--- src/rtl/rtc_reg_scheduler_pkg.sv ---
// Shared definitions for the RTC register scheduler: register indices, address map,
// edit groups, FSM state encoding and the bus timeout default.
package rtc_reg_scheduler_pkg;

  localparam int unsigned NumRegs           = 9;
  localparam int unsigned GroupLen          = 3;
  localparam int unsigned TimeoutCycDefault = 255;

  typedef logic [3:0]         idx_t;
  typedef logic [NumRegs-1:0] reg_mask_t;

  localparam idx_t IdxSegHora   = 4'd0;
  localparam idx_t IdxMinHora   = 4'd1;
  localparam idx_t IdxHoraHora  = 4'd2;
  localparam idx_t IdxDia       = 4'd3;
  localparam idx_t IdxMes       = 4'd4;
  localparam idx_t IdxJahr      = 4'd5;
  localparam idx_t IdxSegTimer  = 4'd6;
  localparam idx_t IdxMinTimer  = 4'd7;
  localparam idx_t IdxHoraTimer = 4'd8;

  // First index of each edit group; every group spans GroupLen consecutive indices.
  localparam idx_t HoraFirst  = IdxSegHora;
  localparam idx_t FechaFirst = IdxDia;
  localparam idx_t TimerFirst = IdxSegTimer;

  typedef enum logic [1:0] {
    FieldHora  = 2'd0,
    FieldFecha = 2'd1,
    FieldTimer = 2'd2,
    FieldNone  = 2'd3
  } field_e;

  typedef enum logic [2:0] {
    StIdle   = 3'd0,
    StRdReq  = 3'd1,
    StRdLoad = 3'd2,
    StWrReq  = 3'd3,
    StWrNext = 3'd4
  } state_e;

  function automatic logic [7:0] reg_addr(idx_t idx);
    logic [7:0] addr;
    case (idx)
      IdxSegHora:   addr = 8'h21;
      IdxMinHora:   addr = 8'h22;
      IdxHoraHora:  addr = 8'h23;
      IdxDia:       addr = 8'h24;
      IdxMes:       addr = 8'h25;
      IdxJahr:      addr = 8'h26;
      IdxSegTimer:  addr = 8'h41;
      IdxMinTimer:  addr = 8'h42;
      IdxHoraTimer: addr = 8'h43;
      default:      addr = 8'h00;
    endcase
    return addr;
  endfunction

  function automatic idx_t group_first(logic [1:0] field);
    idx_t first;
    case (field)
      FieldFecha: first = FechaFirst;
      FieldTimer: first = TimerFirst;
      default:    first = HoraFirst;
    endcase
    return first;
  endfunction

  function automatic reg_mask_t group_mask(logic edit_mode, logic [1:0] field);
    reg_mask_t mask;
    mask = '0;
    if (edit_mode && (field != FieldNone)) begin
      mask = reg_mask_t'(9'b000000111) << group_first(field);
    end
    return mask;
  endfunction

endpackage

--- src/rtl/rtc_reg_scheduler_if.sv ---
// RTC bus handshake: the scheduler is master, the RTC register block is slave.
interface rtc_reg_scheduler_if;
  logic       bus_req;
  logic       bus_wr;
  logic [7:0] bus_addr;
  logic       bus_ack;

  modport master (output bus_req, output bus_wr, output bus_addr, input bus_ack);
  modport slave  (input bus_req, input bus_wr, input bus_addr, output bus_ack);
endinterface

--- src/rtl/bus_timeout_counter.sv ---
// Counts cycles of an outstanding bus request; expired flags the last allowed cycle.
module bus_timeout_counter #(
  parameter int unsigned Limit = 255
) (
  input  logic clk,
  input  logic reset,
  input  logic start,
  input  logic clear,
  output logic expired
);

  localparam logic [7:0] LastCount = 8'(Limit - 1);

  logic [7:0] count_q;

  // Expires on the edge that would end the Limit-th cycle of the request.
  assign expired = start && (count_q == LastCount);

  // Cycle counter, cleared whenever no request is outstanding.
  always_ff @(posedge clk or posedge reset) begin
    if (reset) begin
      count_q <= 8'd0;
    end else if (clear) begin
      count_q <= 8'd0;
    end else if (start && !expired) begin
      count_q <= count_q + 8'd1;
    end
  end

endmodule

--- src/rtl/rtc_reg_scheduler.sv ---
// Schedules RTC register read sweeps and group writes over a req/ack bus, with
// per-group freeze while editing and a bounded wait on each bus transaction.
module rtc_reg_scheduler
  import rtc_reg_scheduler_pkg::*;
#(
  parameter int unsigned TIMEOUT_CYC = TimeoutCycDefault
) (
  input  logic                clk,
  input  logic                reset,
  input  logic                refresh_tick,
  input  logic                edit_mode,
  input  logic [1:0]          edit_field,
  input  logic                commit,
  rtc_reg_scheduler_if.master bus,
  output logic [NumRegs-1:0]  cs,
  output logic [NumRegs-1:0]  hold,
  output logic                busy,
  output logic                sweep_done,
  output logic                bus_err
);

  state_e    state_q;
  idx_t      idx_q;
  idx_t      wr_last_q;
  logic      refresh_pend_q;
  logic      commit_pend_q;
  logic      req_q;
  logic      wr_q;
  logic [7:0] addr_q;
  reg_mask_t cs_q;
  reg_mask_t hold_q;
  logic      busy_q;
  logic      done_q;
  logic      err_q;

  logic      first_found;
  idx_t      first_idx;
  logic      next_found;
  idx_t      next_idx;
  logic      take_commit;
  logic      start_write;
  logic      take_refresh;
  logic      in_req;
  logic      expired;

  assign bus.bus_req  = req_q;
  assign bus.bus_wr   = wr_q;
  assign bus.bus_addr = addr_q;
  assign cs           = cs_q;
  assign hold         = hold_q;
  assign busy         = busy_q;
  assign sweep_done   = done_q;
  assign bus_err      = err_q;

  // IDLE acts only on registered pending flags, so a request lands one edge after it is seen.
  // A commit for group "none" is consumed here and lets a pending refresh start instead.
  assign take_commit  = (state_q == StIdle) && commit_pend_q;
  assign start_write  = take_commit && (edit_field != FieldNone);
  assign take_refresh = (state_q == StIdle) && refresh_pend_q && !start_write;
  assign in_req       = (state_q == StRdReq) || (state_q == StWrReq);

  // Lowest non-held index overall and lowest non-held index above the current one.
  always_comb begin
    first_found = 1'b0;
    first_idx   = '0;
    next_found  = 1'b0;
    next_idx    = '0;
    for (int i = NumRegs - 1; i >= 0; i--) begin
      if (!hold_q[i]) begin
        first_found = 1'b1;
        first_idx   = idx_t'(i);
        if (i > int'(idx_q)) begin
          next_found = 1'b1;
          next_idx   = idx_t'(i);
        end
      end
    end
  end

  bus_timeout_counter #(
    .Limit(TIMEOUT_CYC)
  ) u_timeout (
    .clk    (clk),
    .reset  (reset),
    .start  (in_req),
    .clear  (!in_req),
    .expired(expired)
  );

  // Scheduler FSM with all outputs registered alongside the state.
  always_ff @(posedge clk or posedge reset) begin
    if (reset) begin
      state_q        <= StIdle;
      idx_q          <= '0;
      wr_last_q      <= '0;
      refresh_pend_q <= 1'b0;
      commit_pend_q  <= 1'b0;
      req_q          <= 1'b0;
      wr_q           <= 1'b0;
      addr_q         <= 8'h00;
      cs_q           <= '0;
      hold_q         <= '0;
      busy_q         <= 1'b0;
      done_q         <= 1'b0;
      err_q          <= 1'b0;
    end else begin
      refresh_pend_q <= (refresh_pend_q | refresh_tick) & ~take_refresh;
      commit_pend_q  <= (commit_pend_q | commit) & ~take_commit;
      hold_q         <= group_mask(edit_mode, edit_field);
      cs_q           <= '0;
      done_q         <= 1'b0;
      unique case (state_q)
        StIdle: begin
          if (start_write) begin
            state_q   <= StWrReq;
            idx_q     <= group_first(edit_field);
            wr_last_q <= group_first(edit_field) + idx_t'(GroupLen - 1);
            req_q     <= 1'b1;
            wr_q      <= 1'b1;
            addr_q    <= reg_addr(group_first(edit_field));
            busy_q    <= 1'b1;
          end else if (take_refresh) begin
            if (first_found) begin
              state_q <= StRdReq;
              idx_q   <= first_idx;
              req_q   <= 1'b1;
              wr_q    <= 1'b0;
              addr_q  <= reg_addr(first_idx);
              busy_q  <= 1'b1;
            end else begin
              done_q <= 1'b1;
            end
          end
        end
        StRdReq: begin
          if (bus.bus_ack || expired) begin
            state_q <= StRdLoad;
            req_q   <= 1'b0;
            addr_q  <= 8'h00;
            if (bus.bus_ack) begin
              cs_q <= reg_mask_t'(1) << idx_q;
            end else begin
              err_q <= 1'b1;
            end
          end
        end
        StRdLoad: begin
          if (next_found) begin
            state_q <= StRdReq;
            idx_q   <= next_idx;
            req_q   <= 1'b1;
            addr_q  <= reg_addr(next_idx);
          end else begin
            state_q <= StIdle;
            idx_q   <= '0;
            busy_q  <= 1'b0;
            done_q  <= 1'b1;
          end
        end
        StWrReq: begin
          if (bus.bus_ack || expired) begin
            state_q <= StWrNext;
            req_q   <= 1'b0;
            wr_q    <= 1'b0;
            addr_q  <= 8'h00;
            if (!bus.bus_ack) begin
              err_q <= 1'b1;
            end
          end
        end
        StWrNext: begin
          if (idx_q == wr_last_q) begin
            state_q <= StIdle;
            idx_q   <= '0;
            busy_q  <= 1'b0;
          end else begin
            state_q <= StWrReq;
            idx_q   <= idx_q + 4'd1;
            req_q   <= 1'b1;
            wr_q    <= 1'b1;
            addr_q  <= reg_addr(idx_q + 4'd1);
          end
        end
        default: begin
          state_q <= StIdle;
        end
      endcase
    end
  end

endmodule

--- src/flat_wrapper.sv ---
// flat-port wrapper written by rule: the top's interface ports become plain ports
module rtc_reg_scheduler_flat import rtc_reg_scheduler_pkg::*;
#(
  parameter int unsigned TIMEOUT_CYC = TimeoutCycDefault
)
  (clk, reset, refresh_tick, edit_mode, edit_field, commit, cs, hold, busy, sweep_done, bus_err, bus_bus_req, bus_bus_wr, bus_bus_addr, bus_bus_ack);
  rtc_reg_scheduler_if bus_i ();
  input  logic clk;
  input  logic reset;
  input  logic refresh_tick;
  input  logic edit_mode;
  input  logic [1:0] edit_field;
  input  logic commit;
  output logic [NumRegs-1:0] cs;
  output logic [NumRegs-1:0] hold;
  output logic busy;
  output logic sweep_done;
  output logic bus_err;
  output wire logic [$bits(bus_i.bus_req)-1:0] bus_bus_req;
  output wire logic [$bits(bus_i.bus_wr)-1:0] bus_bus_wr;
  output wire logic [$bits(bus_i.bus_addr)-1:0] bus_bus_addr;
  input wire logic [$bits(bus_i.bus_ack)-1:0] bus_bus_ack;
  assign bus_bus_req = bus_i.bus_req;
  assign bus_bus_wr = bus_i.bus_wr;
  assign bus_bus_addr = bus_i.bus_addr;
  assign bus_i.bus_ack = bus_bus_ack;
  rtc_reg_scheduler #(.TIMEOUT_CYC(TIMEOUT_CYC)) u_core (.clk(clk), .reset(reset), .refresh_tick(refresh_tick), .edit_mode(edit_mode), .edit_field(edit_field), .commit(commit), .bus(bus_i), .cs(cs), .hold(hold), .busy(busy), .sweep_done(sweep_done), .bus_err(bus_err));
endmodule
--- config.mk ---
export PLATFORM = sky130hd
export DESIGN_NAME = rtc_reg_scheduler_flat
export DESIGN_NICKNAME = d
export VERILOG_FILES = /design/src/rtl/rtc_reg_scheduler_pkg.sv /design/src/rtl/rtc_reg_scheduler_if.sv /design/src/rtl/bus_timeout_counter.sv /design/src/rtl/rtc_reg_scheduler.sv /design/src/flat_wrapper.sv
export SDC_FILE = /design/constraint.sdc
export NUM_CORES = 1
export LEC_CHECK = 0
export CORE_MARGIN = 3
export CORE_UTILIZATION = 49
export CTS_CLUSTER_SIZE = 8
export DETAILED_ROUTE_END_ITERATION = 10
export PLACE_DENSITY = 0.78
export RECOVER_POWER = 100
export SYNTH_ARGS = -nofsm -noshare
export SYNTH_HDL_FRONTEND = slang
export SYNTH_SLANG_ARGS = --single-unit
--- constraint.sdc ---
create_clock -name clk -period 3.09 [get_ports clk]
set_input_delay 0.4635 -clock clk [delete_from_list [all_inputs] [get_ports clk]]
set_output_delay 0.4635 -clock clk [all_outputs]
set_load 0.05 [all_outputs]
==> results of run 1 <==
-- cell type report --
class                           count  area (µm²)  area share
Multi-Input combinational cell    244        1530       0.468
Sequential cell                    44        1100       0.337
Timing Repair Buffer               39         373       0.114
Tap cell                           70        87.6      0.0267
Clock buffer                        5        68.8      0.0210
Inverter                           17        63.8      0.0195
Clock inverter                      3        47.5      0.0145
-- cell families (layout without fill, tap and decap cells) --
group,count (synthesis),in the layout,share of synthesized area
AND/OR/NAND/NOR,135,135,0.235
AO/OA/AOI/OAI,76,76,0.188
flip-flops,44,44,0.392
buffers and inverters,38,64,0.0645
adder cells (fa/ha/maj),18,18,0.0801
XOR/XNOR,9,9,0.0280
multiplexers,3,3,0.0116
other,1,3,0.00133
-- stage by stage --
| stage | hold WS (ps) | cell area [µm²] | util | std cells | worst slack [ps] |
|---|---|---|---|---|---|
| after floorplan | 455 | 2820 | - | 326 | 345 |
| after global placement | 438 | 3170 | 0.594 | 414 | 331 |
| after detailed placement | 452 | 3170 | 0.594 | 414 | 268 |
| after CTS | 472 | 3290 | 0.616 | 422 | 250 |
| after global routing | 509 | 3270 | 0.614 | 422 | 49.8 |
| final | 465 | 3270 | 0.614 | 422 | 259 |
-- final timing paths --
check                      slack (ps)                endpoint  cells after the start            start
min                               470          u_core.bus_err                      1   u_core.bus_err
min in group asynchronous         650            u_core.cs[4]                      2            reset
max reg2reg                       260  u_core.bus.bus_addr[1]                      9  u_core.idx_q[1]
max in group asynchronous         900  u_core.bus.bus_addr[6]                      3            reset
max                               260  u_core.bus.bus_addr[1]                      9  u_core.idx_q[1]
min reg2reg                       470          u_core.bus_err                      1   u_core.bus_err
-- power by group through the flow --
stage / clock [mW] / sequential [mW] / combinational (mW)
after floorplan: 0 / 0.998 / 1.02
after global placement: 0 / 0.881 / 1.49
after detailed placement: 0 / 0.888 / 1.51
after CTS: 0.464 / 0.878 / 1.53
after global routing: 0.490 / 0.906 / 1.65
final: 0.461 / 0.880 / 1.50
-- cells in the mapped netlist, types with 3 or more instances --
cell type | instances | area share
nor3_1 | 5 | 0.0089
ha_1 | 18 | 0.080
or2_2 | 3 | 0.0067
dfrtp_1 | 44 | 0.39
o211ai_1 | 3 | 0.0080
nand2b_1 | 7 | 0.016
nand2_1 | 38 | 0.051
clkbuf_1 | 9 | 0.012
o21ai_0 | 13 | 0.023
nand3_1 | 10 | 0.018
inv_1 | 16 | 0.021
buf_4 | 7 | 0.019
a21oi_1 | 18 | 0.032
xnor2_1 | 4 | 0.012
or2_1 | 3 | 0.0067
buf_2 | 4 | 0.0071
nand4_1 | 6 | 0.013
or3_1 | 6 | 0.013
nor2b_1 | 4 | 0.0089
and2_1 | 7 | 0.016
o31ai_1 | 3 | 0.0080
xor2_1 | 5 | 0.016
o21ai_1 | 5 | 0.0089
nor2_1 | 34 | 0.045
a31oi_1 | 6 | 0.013
-- flip-flops by register name, indices dropped and copies added (netlist names), 3 cells and up --
register                  count
u_core.bus.bus_addr           5
u_core.cs                     9
u_core.hold                   5
u_core.idx_q                  4
u_core.state_q                3
u_core.u_timeout.count_q      8
u_core.wr_last_q              3
-- worst register-to-register path, cell delays in order, from the launching register on --
cell,delay [ps]
dfrtp_1,520
or2_0,290
a221o_1,400
a222oi_1,410
nor2_1,170
inv_1,80
ha_1,210
mux2_1,290
a31oi_1,230
o31ai_2,90
-- layer usage --
layer  up-vias  GRT usage  part of all wire  wire length (µm)
met5         -          0                 0                 0
met4         0     0.0698             0.012                83
met3         7     0.0471             0.068               473
met2        94      0.349              0.46              3190
met1      1214      0.329              0.46              3200
li1       1183          -                 -                 -
-- repair_timing --
action | 4_1_cts | 5_1_grt
resized for setup | 0 | 1
hold buffers | 0 | 0
setup endpoints to repair | 0 | 4
-- cell usage in the layout, fill, tap and decap left out, types with 3 or more instances in the layout --
cell type,count
or2_0,3
dfrtp_1,43
xnor2_1,4
o21ai_0,15
a31oi_1,6
nor2_1,34
ha_1,18
nand4_1,6
nand3_1,10
dlygate4sd3_1,31
nand2_1,38
and2_0,5
clkbuf_8,5
o211ai_1,3
nor3_1,5
o31ai_1,4
xor2_1,5
or2_2,3
nor2b_1,4
o21ai_1,3
a21oi_1,18
nand2b_1,7
conb_1,3
inv_1,16
or3_1,6
clkdlybuf4s50_1,4
==> run metrics, run 1 <==
iteration count of the initial detailed-routing pass 5; Via density about 5.9; HPWL Detailed ~5300 µm; clk buf depth 2; relative slew slack 0.171; combinational power share 0.528; critical path class flop to flop; setup_tns 0 ps; post-synthesis sequential area ratio 0.392; IO Pins 39; Tcrit/Tclk final 0.916; die area between 6000 and 7000 µm²; Slowest-stage cell, CP dfrtp_1; RSZ-0062 raised after global routing false; synth warn 0; largest net degree at the start of global routing 24; Port-buffer cells 35; all-layer global routing usage 0.230; Worst EP required about 3300 ps; Clk Latency, worst-skew pair about 310 ps; worst-margin pin slew 1240 ps; number of global-route vias before repair 2,403; Wirelength per Cell 16.4 µm; #FFs+latches synth 44; CTS H-Tree Depth 2; Mapped Cells ~320; Finish-stage setup viols 0; fmax approximately 350 MHz; ANT cells 0; critical path's largest stage delay 520 ps; Worst setup SP type flop; DR vias between 2,000 and 2,500; max_cap viols 0; initial antenna violation count 0; crit path DAT around 3000 ps; share of layout cells above drive strength 1 0.0540; Cell Pwr Density approximately 870 nW/µm²; Hold Violations, Final 0; Final Power roughly 2.8 mW; total CTS buffers 5; asr flop ratio synth 1.00; Period minus WS final roughly 2800 ps; status complete, no violations; Buf+Inv Stages, Crit Path 1; DRC Markers 0; P_sw ~1.4 mW; Layout area overhead 16.5%; antenna-violating nets left 0; cell family with most CP delay compound AO/OA/AOI/OAI gates; TritonCTS clock tree yes; # rows 26; root buf cell clkbuf_8; CTS sink cnt 44; Slew Viols, Final 0; gr ovfl total 0; Leakage between 1 and 1.5 nW; DR iter-0 viols around 220; Clock power frac 0.162; Die Width about 80 µm; Starting Density 0.527; global-route wire length before repair between 10,000 and 15,000 µm; top_reg_cell synth dfrtp_1; switching portion of total power 0.476; final WL roughly 7000 µm; Sequential Power Share 0.310; Synth Area per Inst 8.68 µm²; fill cell count between 400 and 500; Cell Area, Synth roughly 2800 µm²; worst path cell trace or2_0 > a221o_1 > a222oi_1 > nor2_1 > inv_1 > ha_1 > mux2_1 > a31oi_1 > o31ai_2; Post-CTS Setup Repair Bufs 0; min-delay worst type flop to flop; Unique masters post-synth a little under 60; number of synthesized flops with an enable pin 0; worst IR drop on VDD ~0.66 mV; crit-path max FO 11; Reg clk slew, reported paths ~90 ps; Die Span Y a little over 80 µm; gp weighted congestion about 1; Critical Path Sink Type flop; CORE AREA approximately 5300 µm²; worst clock skew 5.06 ps; # nets final between 300 and 400; internal power 1.49 mW
No activity file was read; power rests on OpenSTA's default activity.
==> run 2: changes to the inputs <==
CORE_MARGIN = 10   (was 3)
GPL_TIMING_DRIVEN = 0   (was unset)
==> run metrics, run 2 (synthesis gave the netlist of run 1 again) <==
Via density approximately 5.8; share of layout cells above drive strength 1 0.0761; Tcrit/Tclk final 0.944; crit path DAT about 3100 ps; DRC Markers 0; most common cell after layout, fill and taps aside dfrtp_1; Wirelength per Cell between 15 and 20 µm; combinational power share 0.581; setup_tns 0 ps; min-delay src u_core.bus_err; min-delay worst type flop to flop; PostCTS Resize Cnt 0; Critical Path Sink Type flop; Post-CTS Setup Repair Bufs 0; most used cells in the layout excluding fill and tap cells dfrtp_1, nand2_1, nor2_1, dlygate4sd3_1; final WL just over 7000 µm; Slew Viols, Final 45; status finished with violations; grt met3 use 0.0405; gr ovfl total 0; internal power between 1 and 1.5 mW; max FFs per register 9; Top Usage Layer GRT met2; # nets final between 300 and 400; P_sw between 1 and 1.5 mW; worst IR drop on VDD roughly 0.6 mV; HPWL Detailed roughly 5400 µm; switching portion of total power 0.488; fmax approximately 340 MHz; clk buf depth 2; Layout area overhead 18.9%; dpl cell area around 3300 µm²; setup ws final ~170 ps; antenna-violating nets left 0; largest net degree at the start of global routing between 40 and 50; Buf+Inv Stages, Crit Path 3; Die Width 95.7 µm; Starting Density 0.507; worst path cell trace buf_2 > inv_1 > ha_1 > or2_2 > nand4_1 > a222oi_1 > nor2_2 > inv_1 > ha_1 > mux2_1 > a31oi_1 > o31ai_2; Reg clk slew, reported paths approximately 80 ps; critical path's largest stage delay about 440 ps; max_cap viols 1; Worst setup SP type flop; Clock power frac 0.127; Hold Buf Count CTS 0; Clk Latency, worst-skew pair ~300 ps; critical path class flop to flop; DR vias roughly 2,500; fill cell count between 500 and 600; Finish-stage setup viols 0; R2R Setup Slk 170 ps; WHS Path Cells 1; Slowest-stage cell, CP dfrtp_1; # rows 27; Period minus WS final around 2900 ps; Leakage 1.52 nW; CTS sink cnt 44; worst reg2reg path depth 12; RSZ-0062 raised after global routing false; Die Span Y about 96 µm; relative slew slack -0.0741; worst clock skew 4.43 ps; TritonCTS clock tree yes; gp weighted congestion 0.894; crit-path max FO 10; ANT cells 0; Sequential Power Share 0.291; Cell Pwr Density between 800 and 900 nW/µm²; worst slack at placement 192 ps; Final Power between 2 and 3 mW; met2 Track Usage GR 0.258; total CTS buffers 5; Worst EP required 3270 ps; CORE AREA approximately 5500 µm²; worst hold slack 456 ps; Design Area, Final 3340 µm²; Port-buffer cells 35; M1 GR Usage 0.198; FF-to-FF Start u_core.idx_q[0]; Reg2Reg Capture Point u_core.bus.bus_addr[1]; Hold Violations, Final 0; DR iter-0 viols between 150 and 200; CTS H-Tree Depth 2; iteration count of the initial detailed-routing pass 5; initial antenna violation count 0; number of global-route vias before repair about 2,400; all-layer global routing usage 0.157; global-route wire length before repair 11,500 µm; root buf cell clkbuf_8; die area between 9000 and 10,000 µm²; IO Pins 39; violated checks capacitance limit, slew limit; cell family with most CP delay simple AND/OR/NAND/NOR gates; end of the worst hold path u_core.bus_err; worst-margin pin slew roughly 1600 ps
run 2: changes by cell type in the layout (fill, tap and decap cells not counted), sizes merged:
| cell | delta |
|---|---|
| buf | +8 |
| bufinv | -1 |
| clkbuf | +9 |
| clkdlybuf4s50 | +1 |
| clkinv | -2 |
| clkinvlp | +1 |
| dlygate4sd3 | -1 |
| inv | +1 |
run 2: power groups by stage:
stage	sequential, mW	clock, mW	combinational, mW
finish	0.817	0.357	1.63
global route	0.836	0.380	1.78
CTS	0.819	0.360	1.64
detailed placement	0.829	0	1.63
global placement	0.822	0	1.62
floorplan	0.998	0	1.02
run 2: worst max path at each step:
stage                         start                endpoint  cells past startpoint
finish              u_core.idx_q[0]  u_core.bus.bus_addr[1]                     12
detailed placement  u_core.idx_q[0]  u_core.bus.bus_addr[1]                     10
global placement    u_core.idx_q[0]  u_core.bus.bus_addr[1]                     10
CTS                 u_core.idx_q[0]  u_core.bus.bus_addr[1]                     10
floorplan            u_core.hold[4]  u_core.bus.bus_addr[1]                      9
global route        u_core.idx_q[0]  u_core.bus.bus_addr[6]                     11
run 2: per-stage QoR:
step           std cells  utilization
5_1_grt              440        0.603
6_report             440        0.603
4_1_cts              440        0.603
2_1_floorplan        326            -
3_5_place_dp         433        0.588
3_3_place_gp         433        0.588
run 2: area by class of cell:
type                            count  area [µm²]  area share
Clock inverter                      2        12.5     0.00374
Buffer                             21         115      0.0344
Tap cell                           72        90.1      0.0270
Clock buffer                        5        68.8      0.0206
Multi-Input combinational cell    244        1540       0.461
Timing Repair Buffer               35         350       0.105
Inverter                           17        63.8      0.0191
Sequential cell                    44        1100       0.329
run 2: per-layer routing:
metal | routed length (µm) | vias to the layer above
met5 | 0 | -
met1 | 3110 | 1191
met3 | 554 | 12
met2 | 3290 | 107
met4 | 97 | 0
li1 | - | 1225
